### config.mk
export PLATFORM = sky130hd
export DESIGN_NAME = spi_cfg_seq
export DESIGN_NICKNAME = d
export VERILOG_FILES = /design/src/rtl/spi_cfg_seq_pkg.sv /design/src/rtl/cfg_fifo.sv /design/src/rtl/spi_cfg_seq.sv
export VERILOG_INCLUDE_DIRS = /design/src /design/src/rtl
export SDC_FILE = /design/constraint.sdc
export NUM_CORES = 1
export LEC_CHECK = 0
export CAP_MARGIN = 20
export CORE_MARGIN = 5
export CORE_UTILIZATION = 49
export CTS_CLUSTER_DIAMETER = 30
export DETAILED_ROUTE_END_ITERATION = 8
export DONT_BUFFER_PORTS = 1
export PLACE_DENSITY = 0.68
export SLEW_MARGIN = 20
export SYNTH_ARGS = -nofsm -noshare
export SYNTH_HDL_FRONTEND = slang
export SYNTH_SLANG_ARGS = --single-unit
### constraint.sdc
create_clock -name clk -period 7.3 [get_ports clk]
set_input_delay 2.19 -clock clk [delete_from_list [all_inputs] [get_ports clk]]
set_output_delay 2.19 -clock clk [all_outputs]
set_load 0.05 [all_outputs]
### src/rtl/spi_cfg_defs.vh
// rtl/spi_cfg_defs.vh - sequencer state encodings and default timing constants
// Purpose: shared definitions for the SPI configuration sequencer, pulled into
//          spi_cfg_seq_pkg so every file sees a single copy.
// Ports:   none (definitions only).
`ifndef SPI_CFG_DEFS_VH
`define SPI_CFG_DEFS_VH

typedef enum logic [2:0] {
   ST_IDLE  = 3'd0,
   ST_SETUP = 3'd1,
   ST_XFER  = 3'd2,
   ST_GAP   = 3'd3,
   ST_DONE  = 3'd4
} state_t;

localparam int DEF_SETUP_CYC = 2;
localparam int DEF_GAP_CYC   = 8;
localparam int DEF_TIMEOUT   = 4096;

`endif

### src/rtl/spi_cfg_seq_pkg.sv
// rtl/spi_cfg_seq_pkg.sv - shared types, constants and helpers for spi_cfg_seq
// Purpose: wraps the shared definitions and adds a sizing helper.
// Ports:   none (package).
package spi_cfg_seq_pkg;

`include "spi_cfg_defs.vh"

   function automatic int max3(input int a, input int b, input int c);
      int m;
      m = (a > b) ? a : b;
      return (m > c) ? m : c;
   endfunction

endpackage

### src/rtl/cfg_fifo.sv
// rtl/cfg_fifo.sv - word buffer with level counter for the SPI config sequencer
// Purpose: FIFO-ordered storage; pointers wrap modulo DEPTH, occupancy and full
//          come from a registered level counter.
// Ports:   clk, rst (async, active high); push/din write; pop/dout read
//          (dout shows the head word combinationally); flush empties the buffer;
//          level = occupancy, full = level==DEPTH (both registered).
module cfg_fifo
   import spi_cfg_seq_pkg::*;
#(
   parameter int DATAWIDTH = 32,
   parameter int DEPTH     = 16
)(
   input  logic                       clk,
   input  logic                       rst,
   input  logic                       push,
   input  logic                       pop,
   input  logic                       flush,
   input  logic [DATAWIDTH-1:0]       din,
   output logic [DATAWIDTH-1:0]       dout,
   output logic [$clog2(DEPTH):0]     level,
   output logic                       full
);
   localparam int AW = $clog2(DEPTH);
   localparam int LW = AW + 1;

   logic [DATAWIDTH-1:0] mem [DEPTH];
   logic [AW-1:0]        wptr;
   logic [AW-1:0]        rptr;
   logic [LW-1:0]        level_d;
   logic                 do_push;
   logic                 do_pop;

   // When full, a push is only accepted alongside a pop: the write lands in
   // the slot being vacated, which is read out before the edge.
   assign do_pop  = pop && (level != '0);
   assign do_push = push && (!full || do_pop);
   assign dout    = mem[rptr];

   always_comb begin
      level_d = level;
      if (flush) begin
         level_d = '0;
      end else begin
         case ({do_push, do_pop})
            2'b10:   level_d = level + 1'b1;
            2'b01:   level_d = level - 1'b1;
            default: level_d = level;
         endcase
      end
   end

   always_ff @(posedge clk or posedge rst) begin
      if (rst) begin
         wptr  <= '0;
         rptr  <= '0;
         level <= '0;
         full  <= 1'b0;
      end else begin
         level <= level_d;
         full  <= (level_d == LW'(DEPTH));
         if (flush) begin
            wptr <= '0;
            rptr <= '0;
         end else begin
            if (do_push) wptr <= wptr + 1'b1;
            if (do_pop)  rptr <= rptr + 1'b1;
         end
      end
   end

   always_ff @(posedge clk) begin
      if (do_push && !flush) mem[wptr] <= din;
   end

endmodule

### src/rtl/spi_cfg_seq.sv
// rtl/spi_cfg_seq.sv - drains buffered config words through an SPI master
// Purpose: buffers words, then on go sends each one framed by chip select:
//          SETUP (cs low, master in reset), XFER (master enabled until finished
//          or timeout), GAP (cs high), ending with a one-cycle done pulse.
// Ports:   clk, rst (async, active high); wr_en/wr_data push; go start;
//          spi_finished from master; spi_din/spi_en/spi_rst to master; cs_n to
//          slave; busy, done, full, level, ovf, tmo status (all registered).
module spi_cfg_seq
   import spi_cfg_seq_pkg::*;
#(
   parameter int DATAWIDTH = 32,
   parameter int DEPTH     = 16,
   parameter int SETUP_CYC = DEF_SETUP_CYC,
   parameter int GAP_CYC   = DEF_GAP_CYC,
   parameter int TIMEOUT   = DEF_TIMEOUT
)(
   input  logic                    clk,
   input  logic                    rst,
   input  logic                    wr_en,
   input  logic [DATAWIDTH-1:0]    wr_data,
   input  logic                    go,
   input  logic                    spi_finished,
   output logic [DATAWIDTH-1:0]    spi_din,
   output logic                    spi_en,
   output logic                    spi_rst,
   output logic                    cs_n,
   output logic                    busy,
   output logic                    done,
   output logic                    full,
   output logic [$clog2(DEPTH):0]  level,
   output logic                    ovf,
   output logic                    tmo
);
   localparam int CW = $clog2(max3(SETUP_CYC, GAP_CYC, TIMEOUT)) + 1;

   state_t                state, nxt;
   logic [CW-1:0]         cnt, cnt_nxt;
   logic [DATAWIDTH-1:0]  fifo_dout;
   logic                  pop, load_din, clr_flags, set_tmo, flush;

   cfg_fifo #(
      .DATAWIDTH (DATAWIDTH),
      .DEPTH     (DEPTH)
   ) u_fifo (
      .clk   (clk),
      .rst   (rst),
      .push  (wr_en),
      .pop   (pop),
      .flush (flush),
      .din   (wr_data),
      .dout  (fifo_dout),
      .level (level),
      .full  (full)
   );

   // One down-counter serves SETUP, XFER timeout and GAP; it is reloaded with
   // the duration minus one on entry to each state and the state exits at 0.
   always_comb begin
      nxt       = state;
      cnt_nxt   = cnt;
      pop       = 1'b0;
      load_din  = 1'b0;
      clr_flags = 1'b0;
      set_tmo   = 1'b0;
      flush     = 1'b0;
      case (state)
         ST_IDLE: begin
            if (go) begin
               if (level != '0) begin
                  pop       = 1'b1;
                  load_din  = 1'b1;
                  clr_flags = 1'b1;
                  nxt       = ST_SETUP;
                  cnt_nxt   = CW'(SETUP_CYC - 1);
               end else begin
                  nxt = ST_DONE;
               end
            end
         end
         ST_SETUP: begin
            if (cnt == '0) begin
               nxt     = ST_XFER;
               cnt_nxt = CW'(TIMEOUT - 1);
            end else begin
               cnt_nxt = cnt - 1'b1;
            end
         end
         ST_XFER: begin
            if (spi_finished) begin
               nxt     = ST_GAP;
               cnt_nxt = CW'(GAP_CYC - 1);
            end else if (cnt == '0) begin
               nxt     = ST_GAP;
               cnt_nxt = CW'(GAP_CYC - 1);
               set_tmo = 1'b1;
               flush   = 1'b1;
            end else begin
               cnt_nxt = cnt - 1'b1;
            end
         end
         ST_GAP: begin
            if (cnt == '0) begin
               // After a timeout the drain ends even if words arrived during GAP.
               if (level != '0 && !tmo) begin
                  pop      = 1'b1;
                  load_din = 1'b1;
                  nxt      = ST_SETUP;
                  cnt_nxt  = CW'(SETUP_CYC - 1);
               end else begin
                  nxt = ST_DONE;
               end
            end else begin
               cnt_nxt = cnt - 1'b1;
            end
         end
         ST_DONE: begin
            nxt = ST_IDLE;
         end
         default: begin
            nxt = ST_IDLE;
         end
      endcase
   end

   // Outputs are registered from the next state so pins change on the same
   // edge as the state they belong to.
   always_ff @(posedge clk or posedge rst) begin
      if (rst) begin
         state   <= ST_IDLE;
         cnt     <= '0;
         spi_din <= '0;
         cs_n    <= 1'b1;
         spi_en  <= 1'b0;
         spi_rst <= 1'b1;
         busy    <= 1'b0;
         done    <= 1'b0;
         ovf     <= 1'b0;
         tmo     <= 1'b0;
      end else begin
         state   <= nxt;
         cnt     <= cnt_nxt;
         if (load_din) spi_din <= fifo_dout;
         cs_n    <= !((nxt == ST_SETUP) || (nxt == ST_XFER));
         spi_en  <= (nxt == ST_XFER);
         spi_rst <= (nxt != ST_XFER);
         busy    <= (nxt != ST_IDLE);
         done    <= (nxt == ST_DONE);
         if (clr_flags) begin
            ovf <= 1'b0;
            tmo <= 1'b0;
         end
         if (wr_en && full && !pop) ovf <= 1'b1;
         if (set_tmo) tmo <= 1'b1;
      end
   end

endmodule

==> results_dict.tcl, run 1 <==
set metrics [dict create \
    ys_seq_elements 581 \
    cp.depth 12 \
    critPathMaxStageDelay_ps 500 \
    required_ps 7810 \
    r2r_start "u_fifo.level[1]" \
    finalPower_mw 12.3 \
    grt_max_degree 73 \
    critPathKind "input pin to register" \
    clock-sinks 581 \
    crit_buf_inv 1 \
    dp_hpwl_um 24700 \
    diodes 0 \
    async_flop_share_pct 11.9 \
    timing.hold.ws_ps 532 \
    routed_wl_um 48200 \
    overflow 0 \
    setup_viol 0 \
    n_fill_cell 3198 \
    r2r-end "u_fifo.full" \
    relSlewSlack_pct 36.8 \
    switching_share_pct 29.3 \
    cpMostUsedCell "ha_1" \
    run_status "complete, no violations" \
    grt_antenna_before_repair 0 \
    synth.yosys.warnings 0 \
    cts_resized 0 \
    drt_iter0_markers 1006 \
    finalNonFillerCells 1914 \
    dp_cells 1707 \
    power_density_nw_per_um2 446 \
    gp_congestion 0.776 \
    p_clk_share_pct 42.7 \
    wire_per_inst_um 25.2 \
    intPower_mw 8.68 \
    syn_area_um2 22800 \
    fin_nets 1258 \
    synth.distinct_cells 64 \
    place_ws_ps 1730 \
    clockBufferDepth 3 \
    synth_area_per_cell_um2 20.0 \
    synthCells 1136 \
    power.sequential.fraction_pct 39.4 \
    fin_worst_skew_ps 23.9 \
    track_usage_pct 19.3 \
    ctsHoldBuffers 0 \
    synth_nets 1182 \
    worstPathCellList "nand3b_1 > a21boi_1 > nor2_4 > buf_4 > ha_1 > xor2_1 > ha_1 > a21oi_1 > or3b_2 > a31oi_1 > mux2_2 > and4_1" \
    finalHoldViolCount 0 \
    fin_tns_setup_ps 0 \
    cts-root-buf "clkbuf_16" \
    htreeDepth 3 \
    hold_depth 1 \
    multi_input_area_um2 5460 \
    synthToLayoutAreaGrowth_pct 21.0 \
    power_leakage_nw 9.31 \
    r2r_slack_ps 2640 \
    cp.arrival_ps 5460 \
    fin_ws_ps 2350 \
    placed_area_um2 23600 \
    final_layout_size_suffix_gt1_share_pct 32.0 \
    final_core_util_pct 59.5 \
    core-area_um2 46300 \
    grt_pass1_vias 12100 \
    numCtsBuffers 110 \
    cp-start-kind "input pin" \
    tightest_slew_ps 948 \
    vias_per_cell 5.97 \
    drtPass1Iterations 5 \
    synth_edf_count 512 \
    final_common_cell "edfxtp_1" \
    grt_pass1_wl_um 74400 \
    worst_path_max_delay_cell "buf_4" \
    hold_path_end "cnt[0]" \
    row_count 79 \
    hp-start "cnt[0]" \
    rr_worst_depth 12 \
    finalCritPeriodShare_pct 67.8 \
    fin_area_um2 27500 \
    min_path_type "register to register" \
    fmax_mhz 202 \
    ys.flop_type "edfxtp_1" \
    initial_utilization_pct 49.2 \
    clk_pin_slew_ps 50 \
    irDropWorstVdd_mv 0.248 \
    drcViolationCount 0 \
    drv_cap 0 \
    cts_tree "done" \
    die_h_um 225 \
    post-cts-setup-buffers 0 \
    synth_seq_area_share_pct 75.2 \
    die_w_um 225 \
    min_period_ps 4950 \
    endpoint_kind "register" \
    regArea_um2 17100 \
    drtAntennaViolNets 0 \
    critPathMaxFanout 36 \
    vias 11400 \
    combPwrFrac_pct 17.9 \
    rsz0062_at_grt "no" \
    crit_family "simple AND/OR/NAND/NOR gates" \
    final_cell_mix "512 x edfxtp_1, 128 x mux4_2, 113 x clkbuf_16" \
    ios 82 \
    finalMaxSlewViolations 0 \
    dieArea_um2 50800 \
    port_buffers 0 \
    p_switching_mw 3.60 \
    clk-insertion-delay-late_ps 640 \
]
layout make-up:
cell class	instances	share of cell area, %
clock buffers	121	10.4
inverters	9	0.127
repair buffers	28	0.809
well taps	607	2.76
multi-input cells	482	19.8
clock inverters	86	3.96
flip-flops and latches	581	62.1
registers in the layout (all words and copies together), names as in the netlist, 3 cells and up:
name / cells
u_fifo.mem: 512
spi_din: 32
cnt: 13
u_fifo.level: 5
u_fifo.rptr: 4
u_fifo.wptr: 4
state: 3
worst register-to-register path, stage by stage, from the launching register on:
cell and delay [ps]:
dfrtp_1 660, or4_1 650, nor2_1 370, o221ai_2 210, nand2_2 480, ha_1 360, xor2_1 180, ha_1 240
a21oi_1 100, or3b_2 500, a31oi_1 230, mux2_2 360, and4_1 190
metal layers:
metal	global-route usage [%]	vias to the layer above	wire length (µm)
li1	-	4908	-
met1	26.5	6038	19600
met2	30.8	422	24000
met3	5.18	67	3760
met4	6.13	0	909
met5	0	-	0
power groups by stage:
stage	registers, mW	clock network (mW)	logic, mW
2_1_floorplan	4.69	0	1.85
3_3_place_gp	4.88	0	2.19
3_5_place_dp	4.90	0	2.21
4_1_cts	4.84	5.32	2.23
5_1_grt	4.89	5.52	2.39
6_report	4.83	5.25	2.20
cells by family (layout without fill, tap and decap cells):
logic type	count (synthesis)	after routing	share of synthesized area [%]
simple gates	162	162	3.84
fa+ha+maj	9	9	0.495
flops	581	581	75.2
buf+inv	73	244	1.32
xor+xnor	6	6	0.231
compound gates	138	138	4.37
mux	167	167	14.6
worst max-delay path by stage:
stage	startpoint	end	slack (ps)
6_report	go	u_fifo.full	2350
5_1_grt	go	u_fifo.full	2160
4_1_cts	go	u_fifo.full	2360
3_5_place_dp	go	u_fifo.full	1730
3_3_place_gp	go	u_fifo.full	1870
2_1_floorplan	go	u_fifo.mem[15][0]	600
synth_stat cells, drive strengths merged (5+ instances only):
cell      n  area share [%]
edfxtp  512              68
mux4    128              13
dfrtp    67             7.4
a22oi    66             2.2
nand2    59            0.98
clkbuf   43            0.71
mux2     34             1.7
nor2     26            0.47
buf      21            0.46
o21ai    17            0.42
a21oi    15            0.33
nor4     12            0.42
nand2b   10            0.27
ha        9            0.49
inv       9            0.15
nor3      9            0.20
nand3     8            0.18
nor4b     8            0.34
a31oi     7            0.19
a21o      6            0.20
nor2b     6            0.16
mux2i     5            0.22
Power figures use the tool's default switching activity.
==> inputs of run 2 (changes only) <==
clock period = 5.15 ns   (was 7.3 ns; I/O delays follow)
==> results_dict.tcl, run 2 (synthesized netlist as in run 1, its figures left out) <==
set metrics [dict create \
    routed_wl_um 48400 \
    drtAntennaViolNets 0 \
    overflow 0 \
    r2r_slack_ps 1010 \
    grt_max_degree 69 \
    reg_top3 "u_fifo.mem x512, spi_din x32, cnt x13" \
    required_ps 5650 \
    fmax_mhz 242 \
    finalMaxSlewViolations 0 \
    numCtsBuffers 104 \
    relSlewSlack_pct 29.3 \
    n_fill_cell 3234 \
    critPathMaxFanout 10 \
    row_count 79 \
    fin_worst_skew_ps 29.0 \
    min_period_ps 4140 \
    regMostFlops "u_fifo.mem" \
    post-cts-setup-buffers 0 \
    die_w_um 225 \
    core-area_um2 46300 \
    dp_hpwl_um 26000 \
    grt_pass1_wl_um 75100 \
    vias_per_cell 5.97 \
    fin_nets 1257 \
    clock-sinks 581 \
    r2r-end "u_fifo.full" \
    cts-root-buf "clkbuf_16" \
    hold_path_end "cnt[0]" \
    initial_utilization_pct 49.2 \
    port_buffers 0 \
    drtPass1Iterations 5 \
    ios 82 \
    setup_viol 0 \
    die_h_um 225 \
    fin_tns_setup_ps 0 \
    tightest_slew_ps 1050 \
    htreeDepth 3 \
    clk-insertion-delay-late_ps 640 \
    clockBufferDepth 3 \
    power_leakage_nw 9.11 \
    dieArea_um2 50800 \
    cts_resized 0 \
    grt_antenna_before_repair 0 \
    irDropWorstVdd_mv 0.334 \
    final_core_util_pct 58.7 \
    final_common_cell "edfxtp_1" \
    final_layout_size_suffix_gt1_share_pct 31.1 \
    wire_per_inst_um 25.4 \
    hp-start "cnt[0]" \
    cts_tree "done" \
    rsz0062_at_grt "no" \
    final_cell_mix "512 x edfxtp_1, 128 x mux4_2, 106 x clkbuf_16" \
    gp_congestion 0.809 \
    power_density_nw_per_um2 610 \
    diodes 0 \
    largest_reg_flops 512 \
    hold_depth 1 \
    min_path_type "register to register" \
    synthToLayoutAreaGrowth_pct 19.4 \
    clk_pin_slew_ps 50 \
    grt_pass1_vias 12200 \
    track_usage_pct 19.5 \
    drt_iter0_markers 1181 \
    drv_cap 0 \
    endpoint_kind "register" \
    finalCritPeriodShare_pct 80.4 \
    critPathKind "register to register" \
    rr_worst_depth 12 \
    finalHoldViolCount 0 \
    cp.arrival_ps 4640 \
    run_status "complete, no violations" \
    vias 11400 \
    r2r_start "u_fifo.level[1]" \
    cp-start-kind "register" \
    drcViolationCount 0 \
    ctsHoldBuffers 0 \
]
-- run 2: changes by cell type in the layout (fill, tap and decap cells not counted), moves of 4 or more --
cell / change
buf_4: +4
bufinv_16: -13
nor4_4: +7
clkbuf_1: +6
nor4_2: -7
inv_6: -4
clkinv_2: -4
clkbuf_16: -7
clkbuf_8: +10
-- run 2: worst max-delay path by stage --
stage / slack, ps / startpoint / to
floorplan: -910 / go / u_fifo.mem[12][0]
global placement: 960 / go / u_fifo.full
detailed placement: 870 / go / u_fifo.full
CTS: 1040 / u_fifo.level[1] / u_fifo.full
global route: 850 / u_fifo.level[1] / u_fifo.full
finish: 1010 / u_fifo.level[1] / u_fifo.full
-- run 2: report_power, final --
group | total (mW) | switching, mW | internal, mW
clock | 6.56 | 2.29 | 4.28
combinational | 3.08 | 1.55 | 1.52
sequential | 6.95 | 1.16 | 5.78
-- run 2: layout make-up --
| type | instances | area, µm² | area share [%] |
|---|---|---|---|
| clock buffers | 130 | 2840 | 10.5 |
| clock inverters | 66 | 628 | 2.31 |
| multi-input cells | 482 | 5520 | 20.3 |
| flip-flops and latches | 581 | 17100 | 63.0 |
| well taps | 607 | 759 | 2.79 |
| inverters | 9 | 35.0 | 0.129 |
| repair buffers | 33 | 273 | 1.00 |
-- run 2: worst max-delay path, stage by stage (launching register included) --
cell	delay, ps
dfrtp_1	660
or4_1	640
nor2_1	370
o221ai_2	220
nand2_2	130
ha_1	270
xor2_1	170
ha_1	250
a21oi_1	90
or3b_2	470
a31oi_1	200
mux2_2	370
and4_1	180
-- run 2: metal layers --
| layer | track usage, % | vias up | share of wire (%) |
|---|---|---|---|
| met2 | 31.8 | 432 | 50 |
| met1 | 26.4 | 6020 | 40 |
| met4 | 6.01 | 0 | 1.7 |
| met5 | 0 | - | 0 |
| li1 | - | 4885 | - |
| met3 | 4.78 | 61 | 7.7 |
-- run 2: per-stage QoR --
step	setup slack [ps]	instances	total power, mW	cell area [µm²]	hold slack, ps
final	1010	1908	16.6	27200	521
after global routing	852	1908	17.3	27200	553
after CTS	1040	1908	16.8	27200	521
after detailed placement	873	1712	10.1	23700	514
after global placement	957	1712	10.1	23700	506
after floorplan	-906	1136	9.27	22800	481
==> inputs of run 3 (changes only) <==
PLACE_DENSITY = 0.7   (was 0.68)
clock period = 3.7 ns   (was 5.15 ns; I/O delays follow)
==> results_dict.tcl, run 3 (synthesized netlist as in run 1, its figures left out) <==
set metrics [dict create \
    critPathMaxFanout 8 \
    htreeDepth 3 \
    switching_share_pct 30.9 \
    finalCritPeriodShare_pct 95.0 \
    cts_resized 0 \
    power_leakage_nw 9.33 \
    relSlewSlack_pct 32.1 \
    cp-endpoint "u_fifo.full" \
    largest_reg_flops 512 \
    dp_cells 1739 \
    p_clk_share_pct 39.3 \
    core-area_um2 46300 \
    r2r_slack_ps 190 \
    clockBufferDepth 3 \
    multi_input_area_um2 5630 \
    regArea_um2 17100 \
    grt_antenna_before_repair 0 \
    die_h_um 225 \
    cp-start-kind "register" \
    grt_max_degree 64 \
    irDropWorstVdd_mv 0.620 \
    cts_tree "done" \
    fin_nets 1278 \
    cts-root-buf "clkbuf_16" \
    finalNonFillerCells 1926 \
    overflow 0 \
    ios 82 \
    final_common_cell "edfxtp_1" \
    crit_start "cnt[7]" \
    cp.depth 12 \
    critPathMaxStageDelay_ps 480 \
    port_buffers 0 \
    regMostFlops "u_fifo.mem" \
    setup_viol 0 \
    finalHoldViolCount 0 \
    fin_worst_skew_ps 29.8 \
    numCtsBuffers 98 \
    routed_wl_um 51300 \
    r2r-end "u_fifo.full" \
    cp.arrival_ps 4020 \
    drv_cap 0 \
    rsz0062_at_grt "no" \
    power_density_nw_per_um2 881 \
    run_status "complete, no violations" \
    endpoint_kind "register" \
    vias_per_cell 6.07 \
    required_ps 4200 \
    r2r_start "cnt[7]" \
    min_period_ps 3510 \
    row_count 79 \
    dp_hpwl_um 26600 \
    clk-insertion-delay-late_ps 640 \
    reg_top3 "u_fifo.mem x512, spi_din x32, cnt x13" \
    track_usage_pct 20.4 \
    power.sequential.fraction_pct 39.0 \
    n_fill_cell 3154 \
    worst_path_max_delay_cell "nor4_2" \
    intPower_mw 16.8 \
    rr_worst_depth 12 \
    dieArea_um2 50800 \
    crit_buf_inv 0 \
    combPwrFrac_pct 21.7 \
    p_switching_mw 7.51 \
    cpMostUsedCell "ha_2" \
    critPathKind "register to register" \
    post-cts-setup-buffers 0 \
    worstPathCellList "nor4_2 > and4_4 > a21boi_1 > nor2_4 > ha_2 > xor2_1 > ha_2 > a21oi_1 > or3b_2 > a31oi_1 > mux2_2 > and4_1" \
    final_layout_size_suffix_gt1_share_pct 33.9 \
    gp_congestion 0.794 \
    crit_family "simple AND/OR/NAND/NOR gates" \
    finalMaxSlewViolations 0 \
    vias 11700 \
    grt_pass1_wl_um 77600 \
    fmax_mhz 285 \
    drt_iter0_markers 1354 \
    timing.hold.ws_ps 488 \
    clock-sinks 581 \
    drtAntennaViolNets 0 \
    drtPass1Iterations 5 \
    tightest_slew_ps 1020 \
    ctsHoldBuffers 0 \
    synthToLayoutAreaGrowth_pct 21.3 \
    drcViolationCount 0 \
    wire_per_inst_um 26.7 \
    die_w_um 225 \
    initial_utilization_pct 49.2 \
    clk_pin_slew_ps 50 \
    grt_pass1_vias 12300 \
    final_cell_mix "512 x edfxtp_1, 128 x mux4_2, 98 x clkbuf_16" \
    min_path_type "input pin to async pin" \
]
==> run 3: changes by cell type in the layout (fill, tap and decap cells not counted), sizes merged <==
| cell | previous run | this run |
|---|---|---|
| buf | 33 | 60 |
| clkbuf | 130 | 110 |
| inv | 19 | 24 |
| bufinv | 7 | 17 |
| diode | 0 | 1 |
| clkinvlp | 12 | 10 |
| clkinv | 37 | 34 |
==> run 3: stage by stage <==
step | total power [mW] | util, % | TNS (ps) | instance area [µm²] | worst slack [ps]
CTS | 24.5 | 59.6 | 0 | 27600 | 70.3
floorplan | 13.0 | - | -187230 | 22900 | -475
global placement | 14.7 | 51.9 | 0 | 24000 | 75.2
global route | 25.3 | 59.7 | 0 | 27600 | 15.1
finish | 24.3 | 59.7 | 0 | 27600 | 185
detailed placement | 14.9 | 51.9 | 0 | 24000 | 60.1
==> run 3: power groups by stage <==
stage / sequential [mW] / clock, mW / combinational, mW
after global routing: 9.58 / 10.0 / 5.70
final: 9.48 / 9.54 / 5.28
after detailed placement: 9.59 / 0 / 5.28
after global placement: 9.54 / 0 / 5.20
after CTS: 9.49 / 9.67 / 5.34
after floorplan: 9.23 / 0 / 3.72
==> run 3: worst min-delay path by stage <==
| stage | slack, ps | endpoint | cells after the start |
|---|---|---|---|
| final | 490 | spi_din[18] | 1 |
| after floorplan | 480 | cnt[11] | 1 |
| after global placement | 500 | cnt[11] | 1 |
| after detailed placement | 520 | cnt[0] | 1 |
| after global routing | 530 | spi_din[18] | 1 |
| after CTS | 490 | spi_din[18] | 1 |
==> run 3: cell type report <==
| cell class | instances | share of cell area [%] |
|---|---|---|
| flip-flops and latches | 581 | 62.0 |
| multi-input cells | 482 | 20.4 |
| clock buffers | 110 | 9.27 |
| clock inverters | 76 | 3.63 |
| well taps | 607 | 2.75 |
| repair buffers | 60 | 1.81 |
| inverters | 9 | 0.127 |
| diodes | 1 | 0.00907 |
==> run 3: metal layers <==
layer | wire length (µm) | GRT usage, %
met1 | 20500 | 28.0
met2 | 25700 | 33.1
met3 | 4120 | 4.72
met4 | 1010 | 6.58
met5 | 0 | 0
==> run 3: worst reg2reg max path: cells and delay by family, from the launching register on <==
kind,cells,cell delay (ps)
and+or+nand+nor,5,1590
adders and majority gates,2,460
DFF,1,450
muxes,1,370
AOI/OAI and AO/OA,3,390
xor gates and xnor gates,1,160
==> variant, RTL diff (flow settings as in run 2) <==
Put a register stage on the output `level`, with the module's reset. The value now appears one clock later. The other outputs are not delayed to match. Comments in the files are not updated.
--- a/src/rtl/spi_cfg_seq.sv
+++ b/src/rtl/spi_cfg_seq.sv
@@ -35,2 +35,4 @@
 
+   logic [$clog2(DEPTH):0] level_c;
+
    state_t                state, nxt;
@@ -51,3 +53,3 @@
       .dout  (fifo_dout),
-      .level (level),
+      .level (level_c),
       .full  (full)
@@ -68,3 +70,3 @@
             if (go) begin
-               if (level != '0) begin
+               if (level_c != '0) begin
                   pop       = 1'b1;
@@ -103,3 +105,3 @@
                // After a timeout the drain ends even if words arrived during GAP.
-               if (level != '0 && !tmo) begin
+               if (level_c != '0 && !tmo) begin
                   pop      = 1'b1;
@@ -156,2 +158,10 @@
 
+   always_ff @(posedge clk or posedge rst) begin
+      if (rst) begin
+         level <= '0;
+      end else begin
+         level <= level_c;
+      end
+   end
+
 endmodule
Formal check against the unedited RTL: not equivalent (Yosys sat finds a counterexample within 4 cycles, from zero or initial values and one cycle with rst high).
==> variant against run 2 <==
Count of clock-buffer cells in the layout fell by 15. Critical endpoint unchanged. Worst hold slack worse by 38 ps. Worst setup slack better by 16 ps. Sequential cell count grew 5. Area after synthesis increased by 0.75%. Final cell count grew 0.21%. Final area is 1.7% higher. Sequential power down 3.0%. Clock skew up 16 ps. Largest power group is now the clock network. Routed wire length shrank 1.6%. Power fell by 2.1%. Die area rose by 0.72%.
==> variant: results (changes against run 2) <==
[placement]
placed_area_um2 = 23800  ; +0.41%
place_congestion = 0.7668  ; -5.2%
dp_cells = 1715  ; +0.18%
pre_cts_slack_ps = 547.0  ; -326.0 ps
dp_hpwl_mm = 25.21  ; -2.9%

[clock_tree]
cts-resized-gates = 0  ; unchanged
clk_pin_slew_ps = 40
clk_latency_ps = 640  ; about the same
cts-root-buf = clkbuf_16
htreeDepth = 3  ; unchanged
cts_buffers = 104  ; unchanged

[global_routing]
grt_max_degree = 81  ; +17%
grt_use_total_pct = 18.99  ; -0.49 points
grt_pass1_wl_mm = 73.37  ; -2.3%
grt_pass1_vias = 11870  ; -2.5%
antenna_found_initial = 1  ; +1

[power_and_ir_drop]
total_leakage_power_nw = 9.300  ; +2.1%
sequentialPowerShare_pct = 41.5  ; -0.4 points
netSwitchingFraction_pct = 27.31  ; -2.9 points
powerComb_mw = 2.22  ; -28%
vdd_drop_max_v = 0.0003618  ; +8.5%

[synth]
synth_common_cells = 512 x edfxtp_1, 122 x mux4_2, 72 x dfrtp_1
synthFlopType = edfxtp_1
syn_inst = 1143  ; +0.62%
ys_async_sr_fraction_pct = 12.63  ; +0.75 points
syn_nets = 1189  ; +0.59%
synth.yosys.seq_area_share_pct = 75.15  ; about the same
ys_types = 59  ; -7.8%
ys_top_cells_by_area = edfxtp_1 67%, mux4_2 12%, dfrtp_1 7.9%

[setup_path]
r2r_end = u_fifo.full
reg2reg_depth = 16  ; +4
rr_startpoint = cnt[0]
worstPathArrival_ps = 4620  ; -20 ps
crit_fanout = 10  ; unchanged
critPathTopFamily = simple AND/OR/NAND/NOR gates
critPathSlowestCell = or4b_4
critPathMaxStageDelay_ps = 560  ; -100 ps
reg2reg_slack_ps = 1030  ; +20 ps

[finish]
drive_gt1_share_pct = 29.50  ; -1.6 points
top_regs = u_fifo.mem: 512 flops, spi_din: 32 flops, cnt: 13 flops
antenna_cells = 0  ; unchanged
nets = 1260  ; +0.24%
fillers = 3218  ; -0.49%
final_cells = 1912  ; +0.21%

[timing]
clock_skew_ps = 44.98  ; +15.95 ps
finalCritPeriodShare_pct = 80.05  ; -0.31 points
hold_ws_ps = 483.0  ; -37.78 ps
tightest_slew_ps = 958.3  ; -94.94 ps

[drt]
drt_iter0_markers = 1137  ; -3.7%
vias = 11400  ; -0.0088%
dr.pass1.iters = 5  ; unchanged
drt-total-wl_mm = 47.64  ; -1.6%

[worst_hold_path]
whs_path_depth = 0  ; -1
min_path_type = reg2reg
min_from = u_fifo.level[4]
hold_end = level[4]

[status]
status = complete, no violations

variant: through the flow:
stage / utilization [%] / total power [mW] / setup TNS [ps]
finish: 59.47 / 16.23 / 0
global route: 59.47 / 16.86 / 0
CTS: 59.45 / 16.38 / 0
detailed placement: 51.23 / 9.080 / 0
global placement: 51.23 / 9.016 / 0
floorplan: - / 8.470 / -565470
variant: routing by layer:
layer	track usage, %	vias to the layer above	share of wire (%)	wire length (µm)
met5	0	-	0	0
met4	4.890	0	1.6	753
met3	4.609	64	6.7	3181
met2	30.79	418	50	23720
met1	26.42	5975	42	19990
li1	-	4940	-	-
variant: how the worst max path moves through the flow:
stage | endpoint | start | slack (ps) | depth (start not counted)
detailed placement | u_fifo.full | go | 550 | 13
global route | u_fifo.full | cnt[0] | 770 | 16
finish | u_fifo.full | cnt[0] | 1030 | 16
global placement | u_fifo.full | go | 680 | 13
CTS | u_fifo.full | cnt[0] | 1030 | 16
floorplan | u_fifo.mem[13][0] | go | -1160 | 6
variant: kinds of logic after synthesis:
group | after synthesis | share of synthesized area [%]
DFF | 586 | 75.15
AOI/OAI and AO/OA | 169 | 5.152
muxes | 180 | 14.59
adders and majority gates | 9 | 0.4912
xor gates and xnor gates | 6 | 0.2292
and+or+nand+nor | 107 | 2.761
buffers and inverters | 86 | 1.626
variant: final cells by class:
cell class / instances / area [µm²] / area share, %
clock buffer: 115 / 2716 / 9.832
clock inverter: 82 / 1102 / 3.990
inverter: 18 / 70.07 / 0.2536
multi-input combinational: 471 / 5441 / 19.70
sequential: 586 / 17240 / 62.40
tap: 607 / 759.5 / 2.749
timing repair buffer: 33 / 297.8 / 1.078
